File: src/rtl/mips32_trace_buffer_if.sv
// ----------------------------------------------------------------------------
// mips32_trace_buffer_if
//   Capture and readout bundle for the mips32 instruction trace buffer.
//   Capture side : cap_valid, cap_pc, cap_instr, cap_result, cap_ctrl
//                  (one retired instruction per cycle when cap_valid).
//   Readout side : rd_valid/rd_ready stream carrying rd_pc, rd_instr,
//                  rd_result, rd_ctrl (and rd_time when
//                  MIPS32_TRACE_TIMESTAMP_EN is defined).
//   Modports     : master - core/debug consumer side (drives capture, accepts
//                           readout); slave - the trace buffer itself.
// ----------------------------------------------------------------------------
interface mips32_trace_buffer_if #(
    parameter int DATA_W = 32
);
    logic              cap_valid;
    logic [DATA_W-1:0] cap_pc;
    logic [DATA_W-1:0] cap_instr;
    logic [DATA_W-1:0] cap_result;
    logic [4:0]        cap_ctrl;

    logic              rd_valid;
    logic              rd_ready;
    logic [DATA_W-1:0] rd_pc;
    logic [DATA_W-1:0] rd_instr;
    logic [DATA_W-1:0] rd_result;
    logic [4:0]        rd_ctrl;
`ifdef MIPS32_TRACE_TIMESTAMP_EN
    logic [15:0]       rd_time;

    modport master (
        output cap_valid, cap_pc, cap_instr, cap_result, cap_ctrl, rd_ready,
        input  rd_valid, rd_pc, rd_instr, rd_result, rd_ctrl, rd_time
    );
    modport slave (
        input  cap_valid, cap_pc, cap_instr, cap_result, cap_ctrl, rd_ready,
        output rd_valid, rd_pc, rd_instr, rd_result, rd_ctrl, rd_time
    );
`else
    modport master (
        output cap_valid, cap_pc, cap_instr, cap_result, cap_ctrl, rd_ready,
        input  rd_valid, rd_pc, rd_instr, rd_result, rd_ctrl
    );
    modport slave (
        input  cap_valid, cap_pc, cap_instr, cap_result, cap_ctrl, rd_ready,
        output rd_valid, rd_pc, rd_instr, rd_result, rd_ctrl
    );
`endif
endinterface

File: src/rtl/mips32_trace_buffer.sv
// ----------------------------------------------------------------------------
// mips32_trace_buffer
//   Instruction-trace capture unit. Retired instructions are written into a
//   DEPTH-entry circular buffer while ARMED; a PC match (or force_trig) moves
//   to POST, which records POST_TRIG further entries, then the buffer freezes
//   (DONE) and drains oldest-first over the rd_valid/rd_ready stream.
//
//   Optional feature macro: MIPS32_TRACE_TIMESTAMP_EN
//     Adds a 16-bit free-running cycle counter stored with each entry and
//     presented on bus.rd_time.
//
//   Ports
//     clk, rst_n      clock, asynchronous active-low reset
//     arm             pulse: IDLE -> ARMED, buffer emptied
//     abort           any state -> IDLE, buffer discarded (highest priority)
//     force_trig      trigger immediately while ARMED
//     trig_pc         PC value that fires the trigger
//     bus (slave)     capture inputs and readout stream
//     state           00 IDLE, 01 ARMED, 10 POST, 11 DONE
//     count           entries held (saturates at DEPTH)
//     triggered       high from the trigger until return to IDLE
// ----------------------------------------------------------------------------
module mips32_trace_buffer #(
    parameter int DATA_W    = 32,
    parameter int DEPTH     = 16,
    parameter int ADDR_W    = 4,
    parameter int POST_TRIG = 8
) (
    input  logic                clk,
    input  logic                rst_n,
    input  logic                arm,
    input  logic                abort,
    input  logic                force_trig,
    input  logic [DATA_W-1:0]   trig_pc,
    mips32_trace_buffer_if.slave bus,
    output logic [1:0]          state,
    output logic [ADDR_W:0]     count,
    output logic                triggered
);

    typedef enum logic [1:0] {
        S_IDLE  = 2'b00,
        S_ARMED = 2'b01,
        S_POST  = 2'b10,
        S_DONE  = 2'b11
    } state_t;

    typedef struct packed {
`ifdef MIPS32_TRACE_TIMESTAMP_EN
        logic [15:0]       stamp;
`endif
        logic [DATA_W-1:0] pc;
        logic [DATA_W-1:0] instr;
        logic [DATA_W-1:0] result;
        logic [4:0]        ctrl;
    } entry_t;

    localparam logic [ADDR_W:0] FULL = (ADDR_W+1)'(DEPTH);
    localparam logic [ADDR_W:0] PT   = (ADDR_W+1)'(POST_TRIG);
    localparam logic [ADDR_W:0] ONE  = (ADDR_W+1)'(1);

    state_t            r_state, w_state_nxt;
    logic [ADDR_W-1:0] r_wr_ptr, w_wr_nxt;
    logic [ADDR_W-1:0] r_rd_ptr, w_rd_nxt;
    logic [ADDR_W:0]   r_count, w_count_nxt;
    logic [ADDR_W:0]   r_post, w_post_nxt;
    logic              r_trig, w_trig_nxt;

    entry_t            r_mem [DEPTH];
    entry_t            r_hold;
    entry_t            w_wr_entry;
    entry_t            w_rd_entry;
    entry_t            w_rd_out;

    logic              w_wr_en;
    logic              w_pc_hit;
    logic              w_rd_valid;
    logic              w_pop;

`ifdef MIPS32_TRACE_TIMESTAMP_EN
    logic [15:0]       r_time;

    always_ff @(posedge clk or negedge rst_n) begin
        if (!rst_n) r_time <= '0;
        else        r_time <= r_time + 16'd1;
    end
`endif

    // Writes happen only while capturing; abort wins over a same-cycle write.
    assign w_wr_en    = (r_state == S_ARMED || r_state == S_POST) && bus.cap_valid && !abort;
    assign w_pc_hit   = bus.cap_valid && (bus.cap_pc == trig_pc);
    assign w_rd_valid = (r_state == S_DONE) && (r_count != '0);
    assign w_pop      = w_rd_valid && bus.rd_ready;

    always_comb begin
        w_wr_entry        = '0;
        w_wr_entry.pc     = bus.cap_pc;
        w_wr_entry.instr  = bus.cap_instr;
        w_wr_entry.result = bus.cap_result;
        w_wr_entry.ctrl   = bus.cap_ctrl;
`ifdef MIPS32_TRACE_TIMESTAMP_EN
        w_wr_entry.stamp  = r_time;
`endif
    end

    always_comb begin
        w_state_nxt = r_state;
        w_wr_nxt    = r_wr_ptr;
        w_rd_nxt    = r_rd_ptr;
        w_count_nxt = r_count;
        w_post_nxt  = r_post;
        w_trig_nxt  = r_trig;

        // Ring write: once full, the oldest entry is overwritten so the read
        // pointer is dragged along with the write pointer.
        if (w_wr_en) begin
            w_wr_nxt = r_wr_ptr + 1'b1;
            if (r_count == FULL) w_rd_nxt    = r_rd_ptr + 1'b1;
            else                 w_count_nxt = r_count + 1'b1;
        end

        if (abort) begin
            w_state_nxt = S_IDLE;
            w_wr_nxt    = '0;
            w_rd_nxt    = '0;
            w_count_nxt = '0;
            w_post_nxt  = '0;
            w_trig_nxt  = 1'b0;
        end else begin
            unique case (r_state)
                S_IDLE: begin
                    if (arm) begin
                        w_state_nxt = S_ARMED;
                        w_wr_nxt    = '0;
                        w_rd_nxt    = '0;
                        w_count_nxt = '0;
                    end
                end
                S_ARMED: begin
                    // force_trig and a PC hit together are a single trigger.
                    if (force_trig || w_pc_hit) begin
                        w_trig_nxt  = 1'b1;
                        w_post_nxt  = PT;
                        w_state_nxt = (PT == '0) ? S_DONE : S_POST;
                    end
                end
                S_POST: begin
                    if (bus.cap_valid) begin
                        w_post_nxt = r_post - ONE;
                        if (r_post == ONE) w_state_nxt = S_DONE;
                    end
                end
                S_DONE: begin
                    // A trigger with nothing captured leaves nothing to drain.
                    if (r_count == '0) begin
                        w_state_nxt = S_IDLE;
                        w_trig_nxt  = 1'b0;
                    end else if (w_pop) begin
                        w_rd_nxt    = r_rd_ptr + 1'b1;
                        w_count_nxt = r_count - ONE;
                        if (r_count == ONE) begin
                            w_state_nxt = S_IDLE;
                            w_trig_nxt  = 1'b0;
                        end
                    end
                end
                default: w_state_nxt = S_IDLE;
            endcase
        end
    end

    always_ff @(posedge clk or negedge rst_n) begin
        if (!rst_n) begin
            r_state  <= S_IDLE;
            r_wr_ptr <= '0;
            r_rd_ptr <= '0;
            r_count  <= '0;
            r_post   <= '0;
            r_trig   <= 1'b0;
        end else begin
            r_state  <= w_state_nxt;
            r_wr_ptr <= w_wr_nxt;
            r_rd_ptr <= w_rd_nxt;
            r_count  <= w_count_nxt;
            r_post   <= w_post_nxt;
            r_trig   <= w_trig_nxt;
        end
    end

    // Storage has no reset; only entries written since the last arm are read.
    always_ff @(posedge clk) begin
        if (w_wr_en) r_mem[r_wr_ptr] <= w_wr_entry;
    end

    assign w_rd_entry = r_mem[r_rd_ptr];

    // Holding copy keeps rd_* at their last presented value (zero from reset)
    // whenever the stream is idle, while the live path stays combinational.
    always_ff @(posedge clk or negedge rst_n) begin
        if (!rst_n)          r_hold <= '0;
        else if (w_rd_valid) r_hold <= w_rd_entry;
    end

    assign w_rd_out      = w_rd_valid ? w_rd_entry : r_hold;

    assign bus.rd_valid  = w_rd_valid;
    assign bus.rd_pc     = w_rd_out.pc;
    assign bus.rd_instr  = w_rd_out.instr;
    assign bus.rd_result = w_rd_out.result;
    assign bus.rd_ctrl   = w_rd_out.ctrl;
`ifdef MIPS32_TRACE_TIMESTAMP_EN
    assign bus.rd_time   = w_rd_out.stamp;
`endif

    assign state     = r_state;
    assign count     = r_count;
    assign triggered = r_trig;

endmodule

File: src/flat_wrapper.sv
// flat-port wrapper written by rule: the top's interface ports become plain ports
module mips32_trace_buffer_flat 
#(
    parameter int DATA_W    = 32,
    parameter int DEPTH     = 16,
    parameter int ADDR_W    = 4,
    parameter int POST_TRIG = 8
)
  (clk, rst_n, arm, abort, force_trig, trig_pc, state, count, triggered, bus_cap_valid, bus_cap_pc, bus_cap_instr, bus_cap_result, bus_cap_ctrl, bus_rd_ready, bus_rd_valid, bus_rd_pc, bus_rd_instr, bus_rd_result, bus_rd_ctrl);
  mips32_trace_buffer_if #(.DATA_W(DATA_W)) bus_i ();
  input  logic clk;
  input  logic rst_n;
  input  logic arm;
  input  logic abort;
  input  logic force_trig;
  input  logic [DATA_W-1:0] trig_pc;
  output logic [1:0] state;
  output logic [ADDR_W:0] count;
  output logic triggered;
  input wire logic [$bits(bus_i.cap_valid)-1:0] bus_cap_valid;
  input wire logic [$bits(bus_i.cap_pc)-1:0] bus_cap_pc;
  input wire logic [$bits(bus_i.cap_instr)-1:0] bus_cap_instr;
  input wire logic [$bits(bus_i.cap_result)-1:0] bus_cap_result;
  input wire logic [$bits(bus_i.cap_ctrl)-1:0] bus_cap_ctrl;
  input wire logic [$bits(bus_i.rd_ready)-1:0] bus_rd_ready;
  output wire logic [$bits(bus_i.rd_valid)-1:0] bus_rd_valid;
  output wire logic [$bits(bus_i.rd_pc)-1:0] bus_rd_pc;
  output wire logic [$bits(bus_i.rd_instr)-1:0] bus_rd_instr;
  output wire logic [$bits(bus_i.rd_result)-1:0] bus_rd_result;
  output wire logic [$bits(bus_i.rd_ctrl)-1:0] bus_rd_ctrl;
  assign bus_i.cap_valid = bus_cap_valid;
  assign bus_i.cap_pc = bus_cap_pc;
  assign bus_i.cap_instr = bus_cap_instr;
  assign bus_i.cap_result = bus_cap_result;
  assign bus_i.cap_ctrl = bus_cap_ctrl;
  assign bus_i.rd_ready = bus_rd_ready;
  assign bus_rd_valid = bus_i.rd_valid;
  assign bus_rd_pc = bus_i.rd_pc;
  assign bus_rd_instr = bus_i.rd_instr;
  assign bus_rd_result = bus_i.rd_result;
  assign bus_rd_ctrl = bus_i.rd_ctrl;
  mips32_trace_buffer #(.DATA_W(DATA_W), .DEPTH(DEPTH), .ADDR_W(ADDR_W), .POST_TRIG(POST_TRIG)) u_core (.clk(clk), .rst_n(rst_n), .arm(arm), .abort(abort), .force_trig(force_trig), .trig_pc(trig_pc), .bus(bus_i), .state(state), .count(count), .triggered(triggered));
endmodule
File: config.mk
export PLATFORM = sky130hd
export DESIGN_NAME = mips32_trace_buffer_flat
export DESIGN_NICKNAME = d
export VERILOG_FILES = /design/src/rtl/mips32_trace_buffer_if.sv /design/src/rtl/mips32_trace_buffer.sv /design/src/flat_wrapper.sv
export SDC_FILE = /design/constraint.sdc
export NUM_CORES = 2
export LEC_CHECK = 0
export ABC_CLOCK_PERIOD_IN_PS = 8800
export CAP_MARGIN = 20
export CORE_AREA = 3 3 475 477
export CTS_BUF_LIST = sky130_fd_sc_hd__clkbuf_8 sky130_fd_sc_hd__clkbuf_16
export CTS_CLUSTER_SIZE = 14
export DETAILED_ROUTE_END_ITERATION = 12
export DIE_AREA = 0 0 478 480
export PLACE_DENSITY_LB_ADDON = 0.25
export SLEW_MARGIN = 20
export SYNTH_ARGS = -nofsm -noshare
export SYNTH_HDL_FRONTEND = slang
export SYNTH_SLANG_ARGS = --single-unit
File: constraint.sdc
create_clock -name clk -period 8.8 [get_ports clk]
set_input_delay 1.76 -clock clk [delete_from_list [all_inputs] [get_ports clk]]
set_output_delay 1.76 -clock clk [all_outputs]
set_load 0.01 [all_outputs]
# Word level (Yosys, flattened, before mapping)
# Memory sizes are Yosys's and may differ from the RTL's.
# Cells that the tools add are included.
# totals
n_memories	1
mem_bits_rw	1616
inputBits	140
register_bits	122
out_inout_bits	110
# memory_table
memory	words	word_bits	rd	rd_clocked_by_memory_dff	write_ports	line	rtl
u_core.r_mem	16	101	1	0	1	mips32_trace_buffer.sv:69	entry_t r_mem [DEPTH];
# op_classes
muxes	40
add_sub_neg	5
eq_ne	13
n_reduce_logical	16
# ops
op	n
$mux W101	1
$mux W5	9
$mux W4	10
$eq A32 B32 Y1	1
$pmux W5 S2	2
$mux W2	8
$ne A3 B3 Y1 const B	4
$eq A5 B1 Y1 const B	2
$sub A5 B1 Y5 const B	2
$add A4 B1 Y4 const B	2
$pmux W2 S4	1
$pmux W4 S2	1
$mux W1	7
$reduce_and A6 Y1	1
$reduce_bool A3 Y1	2
$add A5 B1 Y5 const B	1
$eq A5 B5 Y1 const B	1
$logic_and A1 B1 Y1	5
$logic_not A5 Y1	1
$reduce_bool A5 Y1	1
$eq A2 B2 Y1 const B	2
$ne A4 B3 Y1 const B	1
$ne A4 B4 Y1 const B	1
$reduce_and A4 Y1	1
6 further kinds	7

# Longest topological paths before layout
# depth
depth_word	9
ltp_mapped	9

# Worst setup path after synthesis
# OpenSTA, ideal clock, no wires.
# synth_path
kind	input to register
from	in abort
to	mem u_core.r_mem[4][0] in the netlist's numbering, enable pin
path_stages	5
path_slack_ns	3.465
arrival_time_ns	4.863
setup_ns	0.472
path_cell_list	and3b_1 -> clkbuf_1 -> nand2_1 -> nor2_1 -> and2_1
# synth_via
elab_chain_len	4
# synth_lines
element	line	rtl
from (decl)	flat_wrapper.sv:14	input logic abort;
$logic_not A1 Y1	mips32_trace_buffer.sv:90	assign w_wr_en = (r_state == S_ARMED || r_state == S_POST) && bus.cap_valid && !abort;
$logic_and A1 B1 Y1	mips32_trace_buffer.sv:90	
$mux W1	mips32_trace_buffer.sv:192	if (w_wr_en) r_mem[r_wr_ptr] <= w_wr_entry;
$mux W1 (implied by the code)	mips32_trace_buffer.sv:192	
to (decl)	mips32_trace_buffer.sv:69	
# Every way passes these cells.

# Worst setup path in the final report
# layout_path
from	reg u_core.r_rd_ptr[0]
to	out bus_rd_instr[14]
# layout_via
elab_chain_len	2
# layout_lines
element	line	rtl
from (decl)	mips32_trace_buffer.sv:64	logic [ADDR_W-1:0] r_rd_ptr, w_rd_nxt;
from (signal assigned)	mips32_trace_buffer.sv:183	r_rd_ptr <= w_rd_nxt;
$mem_v2 Z16 W101	-	
$mux W101	mips32_trace_buffer.sv:204	assign w_rd_out = w_rd_valid ? w_rd_entry : r_hold;
to (decl)	flat_wrapper.sv:28	output wire logic [$bits(bus_i.rd_instr)-1:0] bus_rd_instr;
# Every way passes these cells.

==> impl_results.md <==
- Worst Tran Pin Value: 1040 ps
- CTS resizes: 0
- Pre-CTS setup slack: 3260 ps
- Leakage: between 0.02 and 0.025 uW
- Max-cap violation count: 0
- Final setup TNS: 0 ps
- WL final: 174000 um
- Clock sinks: 1738
- Cell count after synthesis: ~2.9k
- RSZ-0062 raised after global routing: no
- Port Buffers: ~250
- Seq/Total Area, Yosys: 0.778
- Min-delay worst type: reg -> reg
- Post-synth EDFFs: 1616
- Slew margin rel.: 0.308
- Area delta synth->final: 18.2%
- Hold buffer count at CTS: 0
- Pins over their slew limit: 0
- First-pass GRT wire length: 250000 um
- Non-filler cells, final: approximately 6.4k
- DP HPWL: 89300 um
- Maximum vdd drop: 0.172 mV
- Power per cell area: 228 nW/um^2
- Die Span Y: 480 um
- Worst skew pair latency: 820 ps
- FMAX: approximately 0.16 GHz
- Antenna Nets Post-Route: 0
- Count of state elements after synthesis: 1738
- CP Class: reg -> out
- CP arrival: between 4000 and 5000 ps
- Final setup margin: 2640 ps
- Avg Cell Area, Syn: about 23 um^2
- Min Hold Slack: 468 ps
- Die W: 478 um
- Critical Path Start Type: flip-flop
- Largest net degree at the start of global routing: 117
- Drt via density: 4.78
- CTS tree: yes
- Worst-path fanout max: 88
- Layout Nets: between 3k and 4k
- Cell variety after synth: 50
- Finish-stage setup viols: 0
- Vias: 30.5k
- GP Congestion: between 0.6 and 0.7
- Count of final hold-check violations: 0
- Root Buffer: clkbuf_16
- Primary FF master, synth: edfxtp_1
- Core footprint: 222000 um^2
- H-tree depth: 4
- Mapped Nets: 3051
- Postcts setup bufs: 0
- Total Power: between 15000 and 20000 uW
- Layout cell share with drive strength beyond 1: 0.250
- Period utilisation layout: 0.700
- Status: finished, final reports clean
- Ys async rst share: 0.0702
- Row count: 173
- Number of global-route vias before repair: 32.4k
- CTS max path bufs: 3
- Tot GR Track Use: 0.151
- DP Cell Count: 6038
- Clk_skew: about 25 ps
- DRT Pass-1 Iters: 5
- Worst R2R Setup Slack: a little over 5000 ps
- Grt total ovfl: 0
- Post-route minimum period: 6160 ps
- DRC errors left: 0
- TritonCTS Buffers: approximately 180
- Effective utilization at floorplan: 0.299
- Crit. End Element: primary output
- Clock transition at path regs: around 60 ps
- 1st-iter DRT viols: 2810
- Wirelength per Cell: roughly 27 um
- I/O Pins: 250
- Worst path required time: 7040 ps
- Initial antenna violation count: 39
- Yosys warns: 0
- DIE AREA: 229000 um^2
- Netlist Area Pre-Place: 66300 um^2
## critical path, cell delays in order (launching register included)
cell	delay [ps]
dfrtp_4	910
buf_12	630
mux4_2	600
mux4_2	510
nand2_1	90
nand2_1	180
clkdlybuf4s50_1	540
## path summary, 6_finish.rpt
path                                              startpoint                        endpoint  cells after the start
worst max-delay path            u_core.r_rd_ptr[0]$_DFF_PN0_                bus_rd_instr[14]                      6
worst min-delay path             u_core.r_hold[20]$_DFF_PN0_     u_core.r_hold[20]$_DFF_PN0_                      2
worst max register to register   u_core.state[0]$_DFFE_PN0P_  u_core.r_mem[15][88]$_DFFE_PP_                      6
worst min register to register   u_core.r_hold[20]$_DFF_PN0_     u_core.r_hold[20]$_DFF_PN0_                      2
max in group asynchronous                              rst_n     u_core.r_hold[92]$_DFF_PN0_                      2
min in group asynchronous                              rst_n      u_core.r_hold[3]$_DFF_PN0_                      1
## cells in the final DEF, fill, tap and decap left out, types with 4 or more instances in the layout
master / count
dfrtp_4: 4
nor3_1: 8
nand3_1: 4
diode_2: 13
clkbuf_8: 5
buf_12: 14
clkbuf_16: 182
xor2_1: 35
clkdlybuf4s50_1: 248
inv_1: 60
bufinv_16: 15
dfrtp_1: 118
mux4_2: 505
ha_1: 16
clkinv_1: 30
clkinvlp_4: 7
buf_4: 45
nor2_1: 14
nand2_1: 323
edfxtp_1: 1616
nor4_1: 5
clkinv_4: 4
nand2b_1: 8
a21oi_1: 15
clkinv_2: 32
and2_4: 16
inv_6: 7
and3_1: 4
## kinds of logic after synthesis
| group | share of synthesized area |
|---|---|
| DFF | 0.778 |
| xor gates and xnor gates | 0.00489 |
| and+or+nand+nor | 0.0253 |
| buffers and inverters | 0.0122 |
| adders and majority gates | 0.00302 |
| muxes | 0.172 |
| AOI/OAI and AO/OA | 0.00423 |
## power breakdown
| part | total (uW) | switching [uW] | internal [uW] |
|---|---|---|---|
| combinational | 1060 | 613 | 451 |
| clock | 7510 | 3240 | 4260 |
| sequential | 9290 | 53.8 | 9230 |
## through the flow
stage                      util  area (um^2)
after global placement    0.326        72400
after global routing      0.353        78300
final                     0.353        78300
after CTS                 0.353        78300
after floorplan               -        66300
after detailed placement  0.326        72400
## cell usage after synthesis (3+ instances only)
library cell,number,area [um^2]
edfxtp_1,1616,48500
mux4_2,505,11400
nand2_1,324,1220
dfrtp_1,122,3050
clkbuf_1,71,267
xor2_1,35,307
buf_2,30,150
buf_6,27,304
and2_1,18,113
ha_1,16,200
a21oi_1,15,75.1
nor2_1,14,52.6
buf_1,12,45.0
inv_1,11,41.3
nand2b_1,8,50.1
nor3_1,8,40.0
nor4_1,7,43.8
and3_1,4,25.0
nand3_1,4,20.0
a211oi_1,3,22.5
nand4_1,3,18.8
nor3b_1,3,22.5
o21ai_0,3,15.0
or3_1,3,18.8
## per-layer routing
metal / track usage / vias up / wire length [um]
li1: - / 12780 / -
met1: 0.214 / 16791 / 79600
met2: 0.241 / 703 / 83300
met3: 0.0298 / 242 / 8180
met4: 0.0364 / 18 / 3180
met5: 0 / - / 114
## area by class of cell
cell class,instances,area [um^2]
inverters,12,50.0
fillers,20489,144000
flip-flops and latches,1738,51600
clock inverters,151,1230
repair buffers,308,3110
well taps,2975,3720
diodes,13,32.5
multi-input cells,1005,13900
clock buffers,187,4620
## flip-flops by register name (all words and copies together), names as in the netlist
name	count
u_core.count	5
u_core.r_hold	101
u_core.r_mem	1616
u_core.r_post	5
u_core.r_rd_ptr	4
u_core.r_wr_ptr	4
u_core.state	2
u_core.triggered	1
Power figures use the tool's default switching activity.
